## src/rtl/qea_host_sequencer.sv

```systemverilog
// Host-side initiator for the QEA core: loads gate context, seeds |0...0>,
// runs the core while timing it, then streams the state RAM back out.
module qea_host_sequencer #(
  parameter int PE_NUM_WIDTH            = 2,
  parameter int PE_NUM                  = 4,
  parameter int DATA_WIDTH              = 32,
  parameter int STATE_DATA_WIDTH        = DATA_WIDTH * 2,
  parameter int STATE_ADDR_WIDTH        = 16,
  parameter int GATE_CONTEXT_DATA_WIDTH = DATA_WIDTH * 2,
  parameter int GATE_CONTEXT_ADDR_WIDTH = 16,
  parameter int MAX_QBIT_WIDTH          = 6,
  parameter int NUM_FRAC_BIT            = 30,
  parameter int RD_LAT                  = 2
) (
  input  logic                                 clk,
  input  logic                                 rst_n,
  input  logic                                 i_cmd,
  input  logic [MAX_QBIT_WIDTH-1:0]            i_qbit_num,
  input  logic [GATE_CONTEXT_ADDR_WIDTH-1:0]   i_ins_num,
  input  logic                                 i_ctx_valid,
  output logic                                 o_ctx_ready,
  input  logic [GATE_CONTEXT_DATA_WIDTH-1:0]   i_ctx_word,
  output logic                                 o_amp_valid,
  input  logic                                 i_amp_ready,
  output logic [PE_NUM*STATE_DATA_WIDTH-1:0]   o_amp_data,
  output logic                                 o_amp_last,
  output logic                                 o_busy,
  output logic                                 o_err,
  output logic [31:0]                          o_exec_cycles,
  output logic                                 o_start,
  output logic [MAX_QBIT_WIDTH-1:0]            o_qbit_num,
  output logic                                 o_ctx_en,
  output logic                                 o_ctx_wea,
  output logic [GATE_CONTEXT_ADDR_WIDTH-1:0]   o_ctx_addr,
  output logic [GATE_CONTEXT_DATA_WIDTH-1:0]   o_ctx_data,
  output logic                                 o_state_ena,
  output logic                                 o_state_wea,
  output logic [STATE_ADDR_WIDTH-1:0]          o_state_addra,
  output logic [PE_NUM*STATE_DATA_WIDTH-1:0]   o_state_dina,
  input  logic                                 i_complete,
  input  logic [PE_NUM*STATE_DATA_WIDTH-1:0]   i_state_dout
);

  localparam int AMP_W = PE_NUM * STATE_DATA_WIDTH;

  localparam logic [2:0] S_IDLE     = 3'd0;
  localparam logic [2:0] S_LOAD_CTX = 3'd1;
  localparam logic [2:0] S_INIT     = 3'd2;
  localparam logic [2:0] S_START    = 3'd3;
  localparam logic [2:0] S_RUN      = 3'd4;
  localparam logic [2:0] S_RD_ISSUE = 3'd5;
  localparam logic [2:0] S_RD_WAIT  = 3'd6;
  localparam logic [2:0] S_RD_HOLD  = 3'd7;

  // Real part of the top lane = 1.0 in fixed point; every other amplitude is zero.
  localparam logic [AMP_W-1:0] INIT_WORD =
    AMP_W'(1) << (AMP_W - STATE_DATA_WIDTH + DATA_WIDTH + NUM_FRAC_BIT);
  localparam logic [MAX_QBIT_WIDTH-1:0] QBIT_MIN  = MAX_QBIT_WIDTH'(PE_NUM_WIDTH);
  localparam logic [MAX_QBIT_WIDTH-1:0] QBIT_MAX  = MAX_QBIT_WIDTH'(PE_NUM_WIDTH + STATE_ADDR_WIDTH);
  localparam logic [2:0]                WAIT_LAST = 3'(RD_LAT - 1);

  logic [2:0]                         r_state;
  logic [MAX_QBIT_WIDTH-1:0]          r_qbit_num;
  logic [GATE_CONTEXT_ADDR_WIDTH-1:0] r_ins_num;
  logic [GATE_CONTEXT_ADDR_WIDTH-1:0] r_ctx_addr;
  logic [STATE_ADDR_WIDTH-1:0]        r_last_addr;
  logic [STATE_ADDR_WIDTH-1:0]        r_addr;
  logic [2:0]                         r_wait;
  logic [31:0]                        r_cnt;
  logic                               r_first;
  logic [31:0]                        r_exec;
  logic [AMP_W-1:0]                   r_amp_data;
  logic                               r_err;

  logic                        w_cmd_legal;
  logic [STATE_ADDR_WIDTH-1:0] w_last_addr;
  logic                        w_ctx_fire;

  assign w_cmd_legal = (i_qbit_num >= QBIT_MIN) && (i_qbit_num <= QBIT_MAX);
  // N-1 as a low-order mask; stays in range even for N = 2**STATE_ADDR_WIDTH.
  assign w_last_addr = ~({STATE_ADDR_WIDTH{1'b1}} << (i_qbit_num - QBIT_MIN));
  assign w_ctx_fire  = (r_state == S_LOAD_CTX) && i_ctx_valid;

  assign o_busy        = (r_state != S_IDLE);
  assign o_ctx_ready   = (r_state == S_LOAD_CTX);
  assign o_ctx_en      = w_ctx_fire;
  assign o_ctx_wea     = w_ctx_fire;
  assign o_ctx_addr    = r_ctx_addr;
  assign o_ctx_data    = w_ctx_fire ? i_ctx_word : '0;
  assign o_start       = (r_state == S_START);
  assign o_qbit_num    = r_qbit_num;
  assign o_state_ena   = (r_state == S_INIT) || (r_state == S_RD_ISSUE);
  assign o_state_wea   = (r_state == S_INIT);
  assign o_state_addra = r_addr;
  assign o_state_dina  = ((r_state == S_INIT) && (r_addr == '0)) ? INIT_WORD : '0;
  assign o_amp_valid   = (r_state == S_RD_HOLD);
  assign o_amp_data    = r_amp_data;
  assign o_amp_last    = (r_state == S_RD_HOLD) && (r_addr == r_last_addr);
  assign o_exec_cycles = r_exec;
  assign o_err         = r_err;

  always_ff @(posedge clk or negedge rst_n) begin
    if (!rst_n) begin
      r_state     <= S_IDLE;
      r_qbit_num  <= '0;
      r_ins_num   <= '0;
      r_ctx_addr  <= '0;
      r_last_addr <= '0;
      r_addr      <= '0;
      r_wait      <= '0;
      r_cnt       <= '0;
      r_first     <= 1'b0;
      r_exec      <= '0;
      r_amp_data  <= '0;
      r_err       <= 1'b0;
    end else begin
      case (r_state)
        S_IDLE: begin
          if (i_cmd) begin
            if (w_cmd_legal) begin
              r_err       <= 1'b0;
              r_qbit_num  <= i_qbit_num;
              r_ins_num   <= i_ins_num;
              r_last_addr <= w_last_addr;
              r_ctx_addr  <= '0;
              r_addr      <= '0;
              r_state     <= (i_ins_num == '0) ? S_INIT : S_LOAD_CTX;
            end else begin
              r_err <= 1'b1;
            end
          end
        end
        S_LOAD_CTX: begin
          if (w_ctx_fire) begin
            r_ctx_addr <= r_ctx_addr + GATE_CONTEXT_ADDR_WIDTH'(1);
            if (r_ctx_addr == r_ins_num - GATE_CONTEXT_ADDR_WIDTH'(1)) r_state <= S_INIT;
          end
        end
        S_INIT: begin
          if (r_addr == r_last_addr) begin
            r_addr  <= '0;
            r_state <= S_START;
          end else begin
            r_addr <= r_addr + STATE_ADDR_WIDTH'(1);
          end
        end
        S_START: begin
          r_cnt   <= '0;
          r_first <= 1'b1;
          r_state <= S_RUN;
        end
        S_RUN: begin
          // Reported count = clock edges from the one sampling o_start to the one sampling i_complete.
          r_first <= 1'b0;
          if (i_complete && !r_first) begin
            r_exec  <= r_cnt + 32'd1;
            r_addr  <= '0;
            r_state <= S_RD_ISSUE;
          end else begin
            r_cnt <= r_cnt + 32'd1;
          end
        end
        S_RD_ISSUE: begin
          r_wait  <= '0;
          r_state <= S_RD_WAIT;
        end
        S_RD_WAIT: begin
          if (r_wait == WAIT_LAST) begin
            r_amp_data <= i_state_dout;
            r_state    <= S_RD_HOLD;
          end else begin
            r_wait <= r_wait + 3'd1;
          end
        end
        S_RD_HOLD: begin
          if (i_amp_ready) begin
            if (r_addr == r_last_addr) begin
              r_state <= S_IDLE;
            end else begin
              r_addr  <= r_addr + STATE_ADDR_WIDTH'(1);
              r_state <= S_RD_ISSUE;
            end
          end
        end
        default: r_state <= S_IDLE;
      endcase
    end
  end

endmodule
```

## config.mk

```make
export PLATFORM = sky130hd
export DESIGN_NAME = qea_host_sequencer
export DESIGN_NICKNAME = d
export VERILOG_FILES = /design/src/rtl/qea_host_sequencer.sv
export SDC_FILE = /design/constraint.sdc
export NUM_CORES = 1
export LEC_CHECK = 0
export CAP_MARGIN = 20
export CELL_PAD_IN_SITES_DETAIL_PLACEMENT = 1
export CELL_PAD_IN_SITES_GLOBAL_PLACEMENT = 2
export CORE_AREA = 2 2 391 393
export CTS_CLUSTER_DIAMETER = 120
export DETAILED_ROUTE_END_ITERATION = 10
export DIE_AREA = 0 0 393 395
export GPL_TIMING_DRIVEN = 0
export MAX_ROUTING_LAYER = met4
export PLACE_DENSITY = 0.54
export SYNTH_ARGS = -nofsm -noshare
export SYNTH_HDL_FRONTEND = slang
export SYNTH_SLANG_ARGS = --single-unit
```

## constraint.sdc

```tcl
create_clock -name clk -period 2.2 [get_ports clk]
set_input_delay 0.44 -clock clk [delete_from_list [all_inputs] [get_ports clk]]
set_output_delay 0.44 -clock clk [all_outputs]
set_load 0.03 [all_outputs]
```

==> run_results.csv, run 1 <==
group,metric,value,unit
sta,hold_ws,0.188,ns
drt,wl_per_cell,19.0,microns
logic_synthesis,synth_area_leaders,"dfrtp_1, mux2_2, buf_4",
sta,fmax,0.378,GHz
clock_tree,clkLatencyLatePin,0.66,ns
setup_path,cp-start-kind,"register",
logic_synthesis,synth_edf_count,0,
drt,drtAntennaViolNets,0,
global_routing,grt_usage,0.114,
worst_hold_path,hold_path.class,"in2async",
logic_synthesis,synth_area_per_cell,11.3,sq um
die,core_area,151000,sq um
pwr,p_leak,16.6,nW
placed_design,place_congestion,0.759,
drt,vias,16900,
final_layout,fillers,17000,
die,die_area,155000,sq um
setup_path,worst_setup_path_end_kind,"output pin",
sta,worst_slack,-0.444,ns
final_layout,drive_gt1_frac,0.355,
setup_path,crit_required,1.76,ns
logic_synthesis,ys_ff_latch,398,
status,status,"finished, violations left",
logic_synthesis,yosys_warnings,0,
logic_synthesis,yosysTopAreaCell,"dfrtp_1",
sta,tightest_slew,0.747,ns
pwr,powerDensity,1120,nW/um^2
die,rows,143,
drt,drtPass1Iterations,4,
sta,skew,0.0280,ns
logic_synthesis,async_reset_ff_frac,1.00,
drt,viasPerCell,3.39,
sta,hold_viol_final,0,
logic_synthesis,syn_inst,1730,
die,pin_count,1004,
final_layout,multi_input_area,9730,sq um
final_layout,sequential_cell_area,9980,sq um
final_layout,layout.nets,3273,
setup_path,crit_fanout,3,
clock_tree,cts_buffer_depth,3,
pwr,worst_ir_drop_vdd,0.571,mV
placed_design,dp_hpwl,69.9,mm
job,drv_cap,0,
sta,finalSetupTns,-95.77,ns
clock_tree,path_clk_slew,0.06,ns
placed_design,port_buffers,747,
drt,totalWireLength,94.8,mm
global_routing,grt_pass1_vias,17400,
drt,post-route-drc-count,0,
sta,post-route-period-util,1.20,
clock_tree,numCtsBuffers,57,
sta,period_needed,2.64,ns
final_layout,area_growth,86.7,%
global_routing,overflow,0,
clock_tree,cts_tree,"yes",
logic_synthesis,syn_area,19600,sq um
sta,setup_viol,388,
global_routing,grt_max_degree,105,
status,violations,"negative setup slack",
drt,drt_iter0_drc,450,
clock_tree,htree_levels,2,
setup_path,worstPathArrival,2.20,ns
logic_synthesis,synth_ff_type,"dfrtp_1",
sta,relSlewSlack,0.497,
clock_tree,cts_sinks,398,
setup_path,path_class,"reg2out",
die,die_w,393,microns
logic_synthesis,ys_seq_area_frac,0.507,
sta,drv_slew,0,
logic_synthesis,synth_top_area_frac,0.507,
sta,rsz0062_at_grt,"true",
logic_synthesis,synth.distinct_cells,70,
global_routing,grt_pass1_wl,127,mm
global_routing,antenna_found_initial,3,
clock_tree,cts_root_buf,"clkbuf_16",
die,die_h,395,microns
die,start_util,0.130,
-- power breakdown --
group	total, mW	leakage, nW	internal (mW)	switching (mW)
clock network	9.25	0.891	5.42	3.82
registers	11.4	5.04	9.85	1.58
logic	20.4	10.7	9.85	10.5
total	41.1	16.6	25.1	15.9
-- stage by stage --
step	cells	setup slack, ns	total power [mW]	area (sq um)	util
after floorplan	1984	-0.0848	20.6	20600	-
after global placement	4761	-20.51	28.7	30600	0.202
after detailed placement	4765	-1.40	28.8	30700	0.203
after CTS	4922	-0.539	39.6	34300	0.227
after global routing	4988	-0.591	43.2	36600	0.242
final	4989	-0.444	41.1	36600	0.242
-- synth_stat cells (2+ instances only) --
| library cell | count |
|---|---|
| buf_2 | 39 |
| nor2_1 | 76 |
| and4_1 | 9 |
| nor3_2 | 3 |
| nor4b_1 | 3 |
| o31ai_1 | 17 |
| ha_1 | 9 |
| mux2_1 | 50 |
| o21ai_1 | 7 |
| o221ai_1 | 2 |
| nand2_1 | 110 |
| nor4_1 | 14 |
| or4_1 | 3 |
| nand3_1 | 31 |
| o21ai_0 | 105 |
| clkbuf_1 | 38 |
| nor2b_1 | 8 |
| dfrtp_1 | 398 |
| a31oi_1 | 8 |
| and2_1 | 5 |
| a22o_1 | 3 |
| a21oi_1 | 32 |
| nor4b_2 | 3 |
| o41ai_1 | 4 |
| inv_1 | 22 |
| or2_1 | 2 |
| xor2_1 | 47 |
| or3_1 | 7 |
| nor3_1 | 9 |
| o211ai_2 | 2 |
| and3_1 | 82 |
| buf_4 | 259 |
| o22ai_1 | 2 |
| nand4_1 | 11 |
| o22a_1 | 3 |
| nand2b_1 | 8 |
| mux2_2 | 228 |
| xnor2_1 | 35 |
| o21a_1 | 2 |
| a22oi_1 | 4 |
-- state kept, by name (all words and copies together) (netlist names) --
name,cells
o_amp_data,256
o_exec_cycles,32
r_cnt,32
o_ctx_addr,16
o_state_addra,16
r_ins_num,16
r_last_addr,16
o_qbit_num,6
r_state,3
r_wait,3
o_err,1
r_first,1
-- per-layer routing --
layer  part of all wire  global-route usage  vias up  wire (microns)
met3              0.056              0.0269      107            5350
met5                  0                   -        -               0
met2               0.52               0.202      532           49000
met1               0.40               0.130     8389           38300
met4              0.022              0.0267        0            2090
li1                   -                   -     7871               -
-- layout by cell type (no fill, tap or decap), types with 21 or more instances in the layout --
master and instances:
a21oi_1 28, and3_4 63, buf_12 41, buf_4 309
buf_6 103, buf_8 21, clkbuf_1 29, clkbuf_16 82
clkdlybuf4s50_1 629, conb_1 255, dfrtp_1 379, dlymetal6s2s_1 37
mux2_2 58, mux2_4 218, nand2_1 107, nand3_1 28
nor2_1 67, o21ai_0 97, xnor2_1 34, xor2_1 46
-- area by class of cell --
type	instances	area share
Antenna cell	2	0.000137
Buffer	332	0.0800
Clock buffer	82	0.0439
Clock inverter	18	0.00611
Inverter	22	0.00253
Multi-Input combinational cell	1225	0.266
Sequential cell	398	0.272
Tap cell	2030	0.0693
Timing Repair Buffer	880	0.260
-- what timing repair did --
| action | CTS | global route |
|---|---|---|
| setup endpoints to repair | 706 | 717 |
| gates resized for setup | 801 | 437 |
| pin swaps | 21 | 57 |
| gates cloned | 9 | 24 |
| endpoints found under the hold margin | 212 | 0 |
| hold buffers | 1 | 0 |
| setup buffers | 48 | 59 |
-- path summary, 6_finish.rpt --
kind                              startpoint  slack [ns]           endpoint  cells after the start
max                         o_state_addra[9]       -0.44         o_amp_last                      6
min                                    rst_n        0.19    o_amp_data[185]                      2
max reg2reg                       r_state[1]       -0.36    o_amp_data[182]                     14
min reg2reg                o_exec_cycles[21]        0.48  o_exec_cycles[21]                      2
max in group asynchronous              rst_n        0.58  o_state_addra[10]                      4
min in group clk           i_state_dout[217]        0.40    o_amp_data[217]                      2
-- worst max-delay path: stages (launching register included) --
cell and delay (ns):
dfrtp_2 0.43, buf_6 0.13, xor2_2 0.15, nor4_4 0.33, nand4_2 0.19, nor2_4 0.18, buf_6 0.15
-- cells by family after synthesis --
family	Yosys count	synth area share
mux	278	0.159
flops	398	0.507
xor+xnor	82	0.0366
compound gates	204	0.0619
other cells	1	0.000191
fa+ha+maj	9	0.00574
simple gates	397	0.107
buf+inv	361	0.121
Power figures use the tool's default switching activity.
==> run 2, diff against run 1 <==
- MAX_ROUTING_LAYER: met4 -> not set
- RECOVER_POWER: not set -> 50
==> run 2 against run 1 <==
The flow still finishes with violations (negative setup slack). Global-route usage is 0.33 points lower. Sequential share of layout area is 0.059 points higher. Clock power hardly changed. Critical endpoint unchanged. Largest power group unchanged.
==> run_results.csv, run 2 (synthesized netlist as in run 1, its figures left out) <==
group,metric,value,unit
clock_tree,path_clk_slew,0.06,ns
global_routing,grt_pass1_vias,17400,
global_routing,grt_pass1_wl,127,mm
job,drv_cap,0,
die,start_util,0.130,
sta,relSlewSlack,0.285,
clock_tree,clkLatencyLatePin,0.66,ns
setup_path,r2r_end,"o_amp_data[182]",
sta,period_needed,2.65,ns
placed_design,pre_cts_slack,-1.40,ns
global_routing,antenna_found_initial,3,
global_routing,grt_usage,0.111,
setup_path,slowest_stage,"dfrtp_2",
sta,rsz0062_at_grt,"true",
die,pin_count,1004,
global_routing,overflow,0,
setup_path,worstPathArrival,2.21,ns
placed_design,dp_hpwl,69.9,mm
pwr,worst_ir_drop_vdd,0.572,mV
sta,tightest_slew,1.07,ns
setup_path,critPathMaxStageDelay,0.43,ns
die,die_area,155000,sq um
setup_path,reg2reg_slack,-0.35,ns
final_layout,drive_gt1_frac,0.353,
setup_path,worst_r2r_path_depth,14,
worst_hold_path,hold_path.class,"in2async",
final_layout,fin_util,0.242,
status,status,"finished, violations left",
drt,drtPass1Iterations,4,
sta,post-route-period-util,1.20,
final_layout,area_growth,86.3,%
final_layout,layout.nets,3274,
drt,totalWireLength,94.7,mm
clock_tree,cts_buffer_depth,3,
placed_design,port_buffers,747,
global_routing,grt_max_degree,105,
sta,worst_slack,-0.448,ns
drt,drt_iter0_drc,484,
sta,drv_slew,0,
die,core_area,151000,sq um
clock_tree,cts_tree,"yes",
sta,hold_viol_final,0,
final_layout,layout_commonest_cell,"clkdlybuf4s50_1",
setup_path,r2r_start,"r_state[1]",
drt,drtAntennaViolNets,0,
pwr,powerDensity,1120,nW/um^2
drt,post-route-drc-count,0,
sta,fmax,0.378,GHz
clock_tree,cts_sinks,398,
pwr,total_power,41.0,mW
setup_path,crit_fanout,3,
final_layout,largest_reg_flops,256,
setup_path,crit_required,1.76,ns
sta,finalSetupTns,-96.17,ns
drt,viasPerCell,3.38,
final_layout,most-common-layout-cells,"clkdlybuf4s50_1, dfrtp_1, buf_4, conb_1, mux2_4",
pwr,p_leak,16.6,nW
die,die_w,393,microns
setup_path,path_class,"reg2out",
die,rows,143,
setup_path,cpMostUsedCell,"buf_6",
setup_path,crit_chain,"buf_6, xor2_2, nor4_4, nand4_2, nor2_4, buf_6",
placed_design,placed_cell_area,30700,sq um
setup_path,cp-start-kind,"register",
status,violations,"negative setup slack",
clock_tree,htree_levels,2,
clock_tree,numCtsBuffers,57,
drt,wl_per_cell,19.0,microns
clock_tree,cts_root_buf,"clkbuf_16",
placed_design,place_congestion,0.749,
drt,vias,16900,
final_layout,fin_area,36600,sq um
die,die_h,395,microns
setup_path,worst_setup_path_end_kind,"output pin",
sta,skew,0.0302,ns
sta,setup_viol,392,
==> run 2: changes by cell type in the layout (fill, tap and decap cells not counted), sizes merged <==
cell,delta
clkbuf,+1
diode,-1
==> run 2: worst max-delay path by stage <==
stage,start,endpoint,slack (ns),cells past startpoint
after floorplan,r_ins_num[0],r_state[1],-0.08,9
after detailed placement,r_state[2],o_amp_data[181],-1.40,6
final,o_state_addra[9],o_amp_last,-0.45,6
after global placement,rst_n,o_amp_data[8],-20.51,1
after global routing,o_state_addra[9],o_amp_last,-0.59,6
after CTS,o_state_addra[3],o_amp_last,-0.54,5
==> run 2: critical path, delay by kind of cell, from the launching register on <==
| family | cells | cell delay [ns] |
|---|---|---|
| simple gates | 3 | 0.70 |
| buf+inv | 2 | 0.28 |
| flops | 1 | 0.43 |
| xor+xnor | 1 | 0.15 |
==> run 2: layout make-up <==
class | instances | area, sq um
diodes | 1 | 2.50
plain buffers | 332 | 2930
clock buffers | 82 | 1610
clock inverters | 18 | 224
fillers | 17100 | 115000
inverters | 22 | 92.6
multi-input cells | 1225 | 9680
flip-flops and latches | 398 | 9980
well taps | 2030 | 2540
repair buffers | 881 | 9500
==> run 2: power breakdown <==
part	total, mW	switching (mW)	internal (mW)	leakage, nW
Combinational	20.4	10.5	9.87	10.6
Clock	9.22	3.80	5.42	0.891
Sequential	11.4	1.57	9.85	5.04
==> run 2: through the flow <==
stage / hold WS [ns] / instances
floorplan: 0.144 / 1984
global placement: 0.463 / 4761
detailed placement: 0.247 / 4765
CTS: 0.107 / 4922
global route: 0.255 / 4988
finish: 0.267 / 4989
==> run 2: layer usage <==
layer	track usage	vias up	part of all wire
met5	0	-	0.00014
met4	0.0267	2	0.022
met3	0.0289	107	0.060
met2	0.202	527	0.52
met1	0.129	8352	0.40
li1	-	7877	-
==> run 2: timing repair <==
action	4_1_cts	5_1_grt
pin swaps	21	56
hold endpoints to repair	212	0
setup buffers	48	60
cloned	9	24
hold buffers	1	0
endpoints found under the setup margin	706	718
resized for setup	801	425
==> variant 1 (settings of run 1) <==
Make the reset (`rst_n`) synchronous in one clocked block.
--- a/src/rtl/qea_host_sequencer.sv
+++ b/src/rtl/qea_host_sequencer.sv
@@ -99,7 +99,7 @@
   assign o_exec_cycles = r_exec;
   assign o_err         = r_err;
 
-  always_ff @(posedge clk or negedge rst_n) begin
+  always_ff @(posedge clk) begin
     if (!rst_n) begin
       r_state     <= S_IDLE;
       r_qbit_num  <= '0;
Behaviour: differs if rst_n is asserted again (counterexample within 4 cycles, from zero or initial values and one cycle with rst_n low); with rst_n held inactive, the same outputs for 4 cycles.
==> variant 1 against run 1 <==
Sequential cell count is the same; hold slack worse by 0.023 ns; the run still ends with negative setup slack left; wire length increased by 15%; worst setup slack lost 0.022 ns; highest routed layer unchanged; non-clock buffer count increased by 5; cell area down 10%; area after synthesis fell by 6.5%.
Power is not compared: it rests on default switching activity, and its combinational part moved more than twofold at a synthesized area within 25%.
==> variant 1: results (changes against run 1) <==
Vias/cell=3.55 (was 3.39); dpl cells=5415 (was 4765); final setup fails=73 (was 388); Final nets=3857 (was 3273); largest net degree at the start of global routing=16 (was 105); number of global-route vias before repair=19900 (was 17400); violated checks=negative setup slack (unchanged); HPWL after DPL=87400 um (was 69900 um); initial antenna violation count=18 (was 3); worst hold margin=0.164 ns (was 0.188 ns); Max VDD drop=around 0.63 mV; PnR worst setup slack=-0.466 ns (was -0.444 ns); FILL cells=18000 (was 17000); worst-margin pin slew=1.05 ns (was 0.747 ns); outcome=finished, violations left (unchanged); Synth Area in Adders=0.613% (was 0.574%); Commonest cells post-synth=nand2_1, dfxtp_1, a21oi_1 (was dfrtp_1, buf_4, mux2_2); Place WS=-1.46 ns (was -1.40 ns); first-pass GRT wire length=148000 um (was 127000 um); Compound-Gate Fraction of Synth Area=14.4% (was 6.19%); reg2reg path depth=9 (was 14); Synth async-reset ratio=0% (was 100%); Clock Latency Late Sink=0.63 ns (was 0.66 ns); Synth Area in XOR/XNOR=4.10% (was 3.66%); sequential share of the synthesized area=43.4% (was 50.7%); WL/cell=19.4 um (was 19.0 um); GRT Overall Usage=13.7% (was 11.4%); prevailing post-synth register cell=dfxtp_1 (was dfrtp_1); Distinct cells, synth=64 (was 70); Final Non-Filler Cells=5592 (was 4989); PortBufs=745 (was 747); post-synthesis mux area share=0.164% (was 15.9%); R2R Path End=r_state[1] (was o_amp_data[182]); crit path DAT=2.23 ns (was 2.20 ns); Critical R2R Launch=r_ins_num[3] (was r_state[1]); Syn Area/Cell=7.71 um^2 (was 11.3 um^2); biggest fanout along the worst timing path=6 (was 3); met3 usage=4.13% (was 2.69%); met1 Resource Use GR=15.0% (was 13.0%)
[variant 1: cell types whose count changed after synthesis, sizes merged, moves of 26 or more]
cell           run 1  this run
nor2              78       119
a21oi             33       340
buf              300       271
a211oi             1        27
nand2            110       611
o21ai            112        59
mux2             278         0
dfxtp              0       398
dfrtp            398         0
clkbuf            39       143
[variant 1: repair_timing]
item | 4_1_cts | 5_1_grt
setup buffers | 31 | 28
pin swaps | 29 | 43
endpoints found under the setup margin | 675 | 384
gates cloned | 4 | 2
gates resized for setup | 955 | 175
[variant 1: cell type report]
type	count	area, um^2	share of cell area [%]
antenna	18	45.0	0.137
buffer	407	2890	8.79
clock buffer	87	1670	5.08
clock inverter	16	193	0.587
inverter	18	87.6	0.267
multi-input combinational	1808	9440	28.7
sequential	398	8040	24.5
tap	2030	2540	7.73
timing repair buffer	810	7950	24.2
[variant 1: kinds of logic (layout without fill, tap and decap cells)]
family                   count (synthesis)  after routing
multiplexers                             3              3
AND/OR/NAND/NOR                        974            974
XOR/XNOR                                86             86
buffers and inverters                  432           1338
other                                    1            273
adder cells (fa/ha/maj)                  9              9
flip-flops                             398            398
AO/OA/AOI/OAI                          480            481
[variant 1: metrics by stage]
stage | power (mW) | area (um^2) | utilization, % | TNS, ns
floorplan | 10.6 | 19500 | - | -0.146
global placement | 12.8 | 29500 | 19.5 | -472.96
detailed placement | 12.8 | 29500 | 19.5 | -372.35
CTS | 23.4 | 32200 | 21.3 | -32.95
global route | 24.4 | 32800 | 21.7 | -31.89
finish | 23.4 | 32800 | 21.7 | -24.92
[variant 1: routing by layer]
metal,up-vias,share of wire (%)
li1,9704,-
met1,9399,40
met2,636,50
met3,136,7.5
met4,0,3.2
met5,-,0
[variant 1: worst max-delay path, cell delays in order (launching register included)]
cell and delay, ns:
dfxtp_4 0.34, or3b_4 0.44, inv_8 0.10, clkbuf_16 0.15
clkbuf_16 0.15, and3_4 0.25, buf_6 0.15
[variant 1: worst max-delay path by stage]
stage | from | endpoint | slack (ns) | depth (start not counted)
finish | r_state[1] | o_ctx_data[6] | -0.47 | 6
CTS | r_state[1] | o_ctx_data[6] | -0.55 | 6
floorplan | r_ins_num[0] | r_state[1] | -0.09 | 11
global route | r_state[1] | o_ctx_data[6] | -0.54 | 6
global placement | rst_n | o_amp_data[15] | -1.78 | 6
detailed placement | i_ctx_valid | o_ctx_data[6] | -1.46 | 5
[variant 1: report_power, final]
part | total, mW | switching [mW] | internal [mW] | leakage (nW)
clock network | 9.31 | 3.76 | 5.55 | 0.917
logic | 6.54 | 3.58 | 2.96 | 9.71
registers | 7.50 | 0.151 | 7.35 | 3.23
total | 23.4 | 7.49 | 15.9 | 13.9
==> variant 2 (flow settings as in run 1) <==
Made on the original files. `DATA_WIDTH`: 32 -> 16.
--- a/src/rtl/qea_host_sequencer.sv
+++ b/src/rtl/qea_host_sequencer.sv
@@ -3,7 +3,7 @@
 module qea_host_sequencer #(
   parameter int PE_NUM_WIDTH            = 2,
   parameter int PE_NUM                  = 4,
-  parameter int DATA_WIDTH              = 32,
+  parameter int DATA_WIDTH              = 16,
   parameter int STATE_DATA_WIDTH        = DATA_WIDTH * 2,
   parameter int STATE_ADDR_WIDTH        = 16,
   parameter int GATE_CONTEXT_DATA_WIDTH = DATA_WIDTH * 2,
Ports: changed (5 resized); port bits go from 1004 to 556. The function was not compared with the original's and may differ.
==> variant 2 against run 1 <==
The flow still finishes with violations (negative setup slack); worst setup slack worse by 0.0076 ns; area after synthesis shrank 31%; total power fell by 26%; critical path type is now reg -> reg; wire length fell by 35%; register-to-register slack got worse by 0.09 ns; cell area is 32% lower; sequential cell count decreased by 128; clock power fell by 32%.
==> variant 2: results (changes against run 1) <==
Inverters=17 (was 22); HPWL after DPL=44900 um (was 69900 um); max reg flops=128 (was 256); met1 Resource Use GR=9.19% (was 13.0%); postcts setup bufs=54 (was 48); Num CTS Buffers=39 (was 57); worst-margin pin slew=0.861 ns (was 0.747 ns); met2 global-route usage=12.2% (was 20.2%); Commonest cells post-synth=dfrtp_1, nand2_1, mux2_2 (was dfrtp_1, buf_4, mux2_2); Post-DP Area=21000 um^2 (was 30700 um^2); Final GP Congestion=0.728 (was 0.759); number of signal-net buffers in the layout=726 (was 1212); largest net degree at the start of global routing=101 (was 105); violated checks=negative setup slack (unchanged); met3 usage=2.35% (was 2.69%); final setup fails=57 (was 388); share of post-route cells with drive strength above 1=32.3% (was 35.5%); Synth area leaders=dfrtp_1, mux2_2, buf_4 (unchanged); Hold Crit Class=in -> reg (was in -> async); Multi-input gate area=6940 um^2 (was 9730 um^2); Distinct cells, synth=56 (was 70); fraction of area in multi-input gates=28.0% (was 26.6%); PnR worst setup slack=-0.452 ns (was -0.444 ns); outcome=finished, violations left (unchanged); count of multi-input gates=962 (was 1225); crit path DAT=3.13 ns (was 2.20 ns)
[variant 2: worst register-to-register path: stages (launching register included)]
cell and delay, ns:
dfrtp_2 0.45, xor2_2 0.16, nor4_2 0.36, nand4_1 0.29
buf_4 0.23, buf_6 0.13, nand2_4 0.05, or3b_4 0.39
mux2_4 0.30, a21o_2 0.19
[variant 2: power groups by stage]
stage | Combinational, mW | Clock, mW | Sequential, mW
after detailed placement | 12.9 | 0 | 8.25
after global routing | 17.0 | 6.80 | 8.39
after floorplan | 4.18 | 0 | 11.0
final | 16.0 | 6.31 | 8.14
after global placement | 12.9 | 0 | 8.21
after CTS | 14.9 | 6.64 | 8.15
[variant 2: per-layer routing]
| layer | share of wire (%) | routed length [um] |
|---|---|---|
| met3 | 7.8 | 4790 |
| met1 | 43 | 26200 |
| met4 | 1.9 | 1160 |
| met5 | 0 | 0 |
| met2 | 48 | 29200 |
[variant 2: kinds of logic after synthesis]
logic type	synth area share, %
adders and majority gates	0.738
buffers and inverters	9.59
xor gates and xnor gates	5.94
DFF	49.8
and+or+nand+nor	14.7
other	0.0277
muxes	11.2
AOI/OAI and AO/OA	7.99
[variant 2: final timing paths]
| path | slack, ns | endpoint | cells after the start | start |
|---|---|---|---|---|
| worst min-delay path | 0.17 | o_qbit_num[3] | 3 | i_qbit_num[3] |
| worst max-delay path | -0.45 | r_state[0] | 9 | o_state_addra[12] |
| worst max register to register | -0.45 | r_state[0] | 9 | o_state_addra[12] |
| worst min register to register | 0.47 | o_exec_cycles[0] | 2 | o_exec_cycles[0] |
| min in group asynchronous | 0.46 | o_amp_data[112] | 2 | rst_n |
| max in group asynchronous | 0.66 | o_amp_data[84] | 3 | rst_n |
